$ cat src/rtl/led_blink_pkg.sv
`default_nettype none
// +--------------------------------------------------------------------------+
// | led_blink_pkg : shared types and defaults for the LED blink scheduler    |
// | Rev 1.0                                                                  |
// +--------------------------------------------------------------------------+
package led_blink_pkg;

  localparam int unsigned CLK_DIV_DEF = 50000;
  localparam int unsigned CNT_W_DEF   = 8;

  typedef enum logic [1:0] {
    ST_IDLE = 2'd0,
    ST_ON   = 2'd1,
    ST_OFF  = 2'd2
  } state_t;

  typedef struct packed {
    logic [CNT_W_DEF-1:0] on_ticks;
    logic [CNT_W_DEF-1:0] off_ticks;
    logic [CNT_W_DEF-1:0] rpt;
  } cmd_t;

endpackage
`default_nettype wire

$ cat src/rtl/led_tick_gen.sv
`default_nettype none
// +--------------------------------------------------------------------------+
// | led_tick_gen : prescaler, one-cycle tick every CLK_DIV clocks, clearable |
// | Rev 1.0                                                                  |
// +--------------------------------------------------------------------------+
module led_tick_gen #(
  parameter int unsigned CLK_DIV = 4
) (
  input  logic clk,
  input  logic rst_n,
  input  logic i_clear,
  output logic o_tick
);

  localparam int unsigned CW = (CLK_DIV > 2) ? $clog2(CLK_DIV) : 1;
  localparam logic [CW-1:0] C_LAST = CW'(CLK_DIV - 1);

  logic [CW-1:0] r_cnt;

  assign o_tick = (r_cnt == C_LAST);

  always_ff @(posedge clk or negedge rst_n) begin
    if (!rst_n) begin
      r_cnt <= '0;
    end else if (i_clear || o_tick) begin
      r_cnt <= '0;
    end else begin
      r_cnt <= r_cnt + 1'b1;
    end
  end

endmodule
`default_nettype wire

$ cat src/rtl/led_blink_sched.sv
`default_nettype none
// +--------------------------------------------------------------------------+
// | led_blink_sched : on/off LED blink sequencer with repeat count and abort |
// | Optional one-entry command queue: define LED_BLINK_SCHED_QUEUE_EN        |
// | Rev 1.0                                                                  |
// +--------------------------------------------------------------------------+
module led_blink_sched
  import led_blink_pkg::*;
#(
  parameter int unsigned CLK_DIV = CLK_DIV_DEF,
  parameter int unsigned CNT_W   = CNT_W_DEF
) (
  input  logic             clk,
  input  logic             rst_n,
  input  logic             cmd_valid,
  output logic             cmd_ready,
  input  logic [CNT_W-1:0] cmd_on_ticks,
  input  logic [CNT_W-1:0] cmd_off_ticks,
  input  logic [CNT_W-1:0] cmd_repeat,
  input  logic             abort,
  output logic             led,
  output logic             busy,
  output logic             done
);

  state_t           r_state;
  logic             r_led;
  logic             r_busy;
  logic             r_done;
  logic [CNT_W-1:0] r_on;
  logic [CNT_W-1:0] r_off;
  logic [CNT_W-1:0] r_rep;
  logic [CNT_W-1:0] r_phase;
  logic [CNT_W-1:0] r_cycles;

  logic             w_tick;
  logic             w_start;
  logic             w_pending;
  logic [CNT_W-1:0] w_s_on;
  logic [CNT_W-1:0] w_s_off;
  logic [CNT_W-1:0] w_s_rep;
  logic [CNT_W-1:0] w_len;
  logic [CNT_W-1:0] w_cyc_next;
  logic             w_phase_end;
  logic             w_cyc_done;
  logic             w_last;

`ifdef LED_BLINK_SCHED_QUEUE_EN
  logic             r_q_valid;
  logic [CNT_W-1:0] r_q_on;
  logic [CNT_W-1:0] r_q_off;
  logic [CNT_W-1:0] r_q_rep;
  logic             w_push;

  assign cmd_ready = !r_q_valid && !abort;
  assign w_push    = cmd_valid && cmd_ready && (r_state != ST_IDLE);
  assign w_start   = (r_state == ST_IDLE) && !abort && (r_q_valid || cmd_valid);
  assign w_s_on    = r_q_valid ? r_q_on  : cmd_on_ticks;
  assign w_s_off   = r_q_valid ? r_q_off : cmd_off_ticks;
  assign w_s_rep   = r_q_valid ? r_q_rep : cmd_repeat;
  // A pending command keeps busy high through the done cycle.
  assign w_pending = r_q_valid || w_push;

  always_ff @(posedge clk or negedge rst_n) begin
    if (!rst_n) begin
      r_q_valid <= 1'b0;
      r_q_on    <= '0;
      r_q_off   <= '0;
      r_q_rep   <= '0;
    end else if (abort) begin
      r_q_valid <= 1'b0;
    end else if (w_start && r_q_valid) begin
      r_q_valid <= 1'b0;
    end else if (w_push) begin
      r_q_valid <= 1'b1;
      r_q_on    <= cmd_on_ticks;
      r_q_off   <= cmd_off_ticks;
      r_q_rep   <= cmd_repeat;
    end
  end
`else
  assign cmd_ready = (r_state == ST_IDLE) && !abort;
  assign w_start   = cmd_valid && cmd_ready;
  assign w_s_on    = cmd_on_ticks;
  assign w_s_off   = cmd_off_ticks;
  assign w_s_rep   = cmd_repeat;
  assign w_pending = 1'b0;
`endif

  led_tick_gen #(
    .CLK_DIV (CLK_DIV)
  ) u_tick (
    .clk     (clk),
    .rst_n   (rst_n),
    .i_clear (w_start),
    .o_tick  (w_tick)
  );

  assign w_len       = (r_state == ST_ON) ? r_on : r_off;
  assign w_phase_end = w_tick && (r_phase == w_len - 1'b1);
  assign w_cyc_done  = (r_state == ST_OFF) || (r_off == '0);
  assign w_cyc_next  = r_cycles + 1'b1;
  assign w_last      = (r_rep != '0) && (w_cyc_next == r_rep);

  always_ff @(posedge clk or negedge rst_n) begin
    if (!rst_n) begin
      r_state  <= ST_IDLE;
      r_led    <= 1'b0;
      r_busy   <= 1'b0;
      r_done   <= 1'b0;
      r_on     <= '0;
      r_off    <= '0;
      r_rep    <= '0;
      r_phase  <= '0;
      r_cycles <= '0;
    end else begin
      r_done <= 1'b0;
      case (r_state)
        ST_IDLE: begin
          if (w_start) begin
            r_on     <= w_s_on;
            r_off    <= w_s_off;
            r_rep    <= w_s_rep;
            r_phase  <= '0;
            r_cycles <= '0;
            if (w_s_on != '0) begin
              r_state <= ST_ON;
              r_led   <= 1'b1;
              r_busy  <= 1'b1;
            end else begin
              r_done  <= 1'b1;
              r_busy  <= 1'b0;
            end
          end else begin
            r_busy <= 1'b0;
          end
        end
        default: begin
          if (abort) begin
            r_state <= ST_IDLE;
            r_led   <= 1'b0;
            r_busy  <= 1'b0;
          end else if (w_phase_end) begin
            r_phase <= '0;
            if (!w_cyc_done) begin
              r_state <= ST_OFF;
              r_led   <= 1'b0;
            end else begin
              r_cycles <= w_cyc_next;
              if (w_last) begin
                r_state <= ST_IDLE;
                r_led   <= 1'b0;
                r_done  <= 1'b1;
                r_busy  <= w_pending;
              end else begin
                r_state <= ST_ON;
                r_led   <= 1'b1;
              end
            end
          end else if (w_tick) begin
            r_phase <= r_phase + 1'b1;
          end
        end
      endcase
    end
  end

  assign led  = r_led;
  assign busy = r_busy;
  assign done = r_done;

endmodule
`default_nettype wire

$ cat config.mk
export PLATFORM = sky130hd
export DESIGN_NAME = led_blink_sched
export DESIGN_NICKNAME = d
export VERILOG_FILES = /design/src/rtl/led_blink_pkg.sv /design/src/rtl/led_tick_gen.sv /design/src/rtl/led_blink_sched.sv
export SDC_FILE = /design/constraint.sdc
export NUM_CORES = 1
export LEC_CHECK = 0
export ABC_CLOCK_PERIOD_IN_PS = 6600
export CORE_AREA = 2 2 123 125
export CTS_BUF_LIST = sky130_fd_sc_hd__clkbuf_16
export DETAILED_ROUTE_END_ITERATION = 6
export DIE_AREA = 0 0 125 127
export MAX_ROUTING_LAYER = met4
export PLACE_DENSITY_LB_ADDON = 0.3
export SYNTH_ARGS = -nofsm -noshare
export SYNTH_HDL_FRONTEND = slang
export SYNTH_HIERARCHICAL = 1
export SYNTH_SLANG_ARGS = --single-unit
$ cat constraint.sdc
create_clock -name clk -period 6.6 [get_ports clk]
set_input_delay 1.65 -clock clk [delete_from_list [all_inputs] [get_ports clk]]
set_output_delay 1.65 -clock clk [all_outputs]
set_load 0.02 [all_outputs]
==> impl_results.md <==
* Reg-to-reg endpoint: led
* Number of synthesized flops with an enable pin at 0
* Slew Limit Fails at 0
* CTS root buf: clkbuf_16
* Cell Rows at 44
* Final antenna-violating net count at 0
* Syn nets at 445
* Largest net degree at the start of global routing at 61
* Vias/cell at 4.69
* Clock-pin slew on the worst setup and hold paths at 0.05 ns
* Critical Path End Type: output pin
* Crit Path Class: primary input to output pin
* Max transition margin at 0.408
* F_max at 0.218 GHz
* Global-route wire length before repair at 14700 um
* Post-Route Setup TNS at 0 ns
* Max FO, Critical Path at 4
* Yosys cell types at 59
* Max_cap viols at 0
* Worst hold margin at 0.482 ns
* Final Setup Violations at 0
* Share of layout cells above drive strength 1 at 0.0604
* Reg2reg start: led
* Initial antenna violation count at 0
* RSZ-0062 raised after global routing: no
* GPL Wtd Cong at 0.873
* Worst-Skew Late Latency at 0.32 ns
* DRT iter0 DRCs at 164
* # port buffers at 31
* GRT Overall Usage at 0.116
* Placement Setup Slack at 2.01 ns
* Setup bufs post-CTS at 0
* WL final at 8570 um
* Critical Path Source Type: primary input
* Die X at 125 um
* Drt drc at 0
* # hold bufs at CTS at 0
* Boundary Pins at 32
* Clock sinks at 60
* Area Growth Syn to Fin at 20.7%
* Final WS setup at 2.00 ns
* Number of synthesized register bits at 60
* Fin. Hold Viols at 0
* Drt wl/cell at 13.6 um
* Post-layout net count at 474
* Post_cts resized at 0
* Crit path from: abort
* Final period util at 0.697
* Worst slew pin tran at 0.886 ns
* Dominant cells by area after synthesis: dfrtp_1 42%, nand2_1 10%, xnor2_1 7.2%, nor2_1 5.0%, mux2i_1 2.8%
* Via count at 2959
* CTS tree: yes
* Top cell type's share of synthesized area at 0.424
* Status: finished, final reports clean
* Avg Inst Size Synth at 8.58 um2
* Die ar. at 15900 um2
* Hold Path Class: flip-flop to flip-flop
* Path depth of the worst reg2reg path at 11
* Post-detail-place hpwl at 6260 um
* Overflow after GRT at 0
* Inserted Clock Buffers at 9
* Initial core utilization at 0.246
* Die span in y at 127 um
* VDD IR-drop max at 99.9 uV
* Vias in the first global route at 2964
* Warning count from the yosys run at 6
* Asr flop ratio synth at 1.00
* Max Clock Skew at 0.00586 ns
* Sequential area share after synthesis at 0.424
* Ant. Diodes at 0
* Crit path DAT at 2.95 ns
* Crit path to: cmd_ready
* Final min period at 4.60 ns
* DR pass1 iterations at 4
* Core Footprint at 14400 um2
* Number of H-tree levels at 3
* R2r setup slk at 2.09 ns
* Ys flop type: dfrtp_1
* Yosys top cell by area: dfrtp_1
* Post-Syn Instances at 413
* P_leak at 1.82 nW
* Maximum clock path buffer count at 2
* Power Dens Cells at 234 nW/um2
* Worst Path Required at 4.95 ns
* Synthesized area at 3540 um2
## cell families (layout without fill, tap and decap cells)
kind of cell	count (synthesis)	after routing	share of synthesized area
xor gates and xnor gates	38	38	0.0978
AOI/OAI and AO/OA	47	47	0.0926
muxes	11	11	0.0314
buffers and inverters	27	61	0.0357
DFF	60	60	0.424
adders and majority gates	4	4	0.0141
and+or+nand+nor	226	226	0.304
## how the worst min path moves through the flow
stage | depth (start not counted) | start | end
floorplan | 2 | r_on[1] | r_on[1]
global placement | 1 | u_tick/r_cnt[0] | u_tick/r_cnt[0]
detailed placement | 2 | r_on[7] | r_on[7]
CTS | 1 | u_tick/r_cnt[0] | u_tick/r_cnt[0]
global route | 2 | r_on[7] | r_on[7]
finish | 1 | u_tick/r_cnt[0] | u_tick/r_cnt[0]
## registers in the layout (all words and copies together) (netlist names), 8 cells and up
| register | count |
|---|---|
| r_rep | 8 |
| r_phase | 8 |
| r_cycles | 8 |
| r_off | 8 |
| u_tick/r_cnt | 16 |
| r_on | 8 |
## area by class of cell
class	count	area, um2
Inverter	11	41.3
Clock inverter	7	33.8
Clock buffer	9	225
Tap cell	184	230
Timing Repair Buffer	34	328
Multi-Input combinational cell	326	1910
Sequential cell	60	1500
Fill cell	1532	10100
## placed cells by master, fill, tap and decap left out, drive strengths merged, types with 2 or more instances in the layout
cell type / n
nand3: 16
inv: 10
a21boi: 4
nor2: 48
nand2: 99
buf: 4
o2111ai: 4
o21ai: 13
xnor2: 29
xor2: 8
nor2b: 6
o211ai: 5
and2: 5
clkbuf: 9
clkinv: 7
mux2i: 10
nor3: 8
a21oi: 6
ha: 4
o221ai: 2
or4b: 3
nor4: 9
and3: 6
nand2b: 5
nor3b: 2
a32o: 2
or2: 5
dfrtp: 60
or4: 3
clkdlybuf4s50: 30
o311ai: 2
nand4: 5
## stage by stage
step	instances	utilization	total power, mW	cell area, um2
detailed placement	615	0.278	0.598	4020
finish	631	0.296	1.00	4270
global route	631	0.296	1.06	4270
global placement	615	0.278	0.595	4020
CTS	631	0.296	1.01	4270
floorplan	413	-	0.540	3540
## power breakdown
group / internal (mW) / leakage, nW / switching, mW
clock: 0.247 / 0.127 / 0.162
sequential: 0.400 / 0.794 / 0.0365
combinational: 0.0716 / 0.898 / 0.0832
## per-layer routing
layer,track usage,share of wire,up-vias
met5,-,0,-
met4,0.0405,0.016,0
met3,0.0243,0.029,9
met2,0.171,0.43,57
met1,0.159,0.52,1417
li1,-,-,1476
## worst max-delay path: stages
cell	delay (ns)
clkdlybuf4s50_1	0.49
nor2_1	0.18
clkdlybuf4s50_1	0.62
## cells in the mapped netlist (2+ instances only)
master     instances
nand4_1            5
inv_1             10
buf_6              3
o2111ai_1          4
a21boi_1           2
clkbuf_1           9
o21ai_0            7
nor4_2             2
buf_1              2
or4b_1             3
dfrtp_1           60
nor2_1            47
and3_1             6
and2_1             5
or4_1              3
mux2i_1           10
a32o_1             2
ha_1               4
or2_2              3
nand3_1           15
nand2b_1           5
a21boi_0           2
nand2_1           99
nor2b_1            6
xor2_1             8
nor4_1             7
nor3_1             8
o211ai_1           5
o21ai_1            6
a21oi_1            6
xnor2_1           29
o311ai_1           2
o221ai_1           2
No activity file was read; power rests on OpenSTA's default activity.
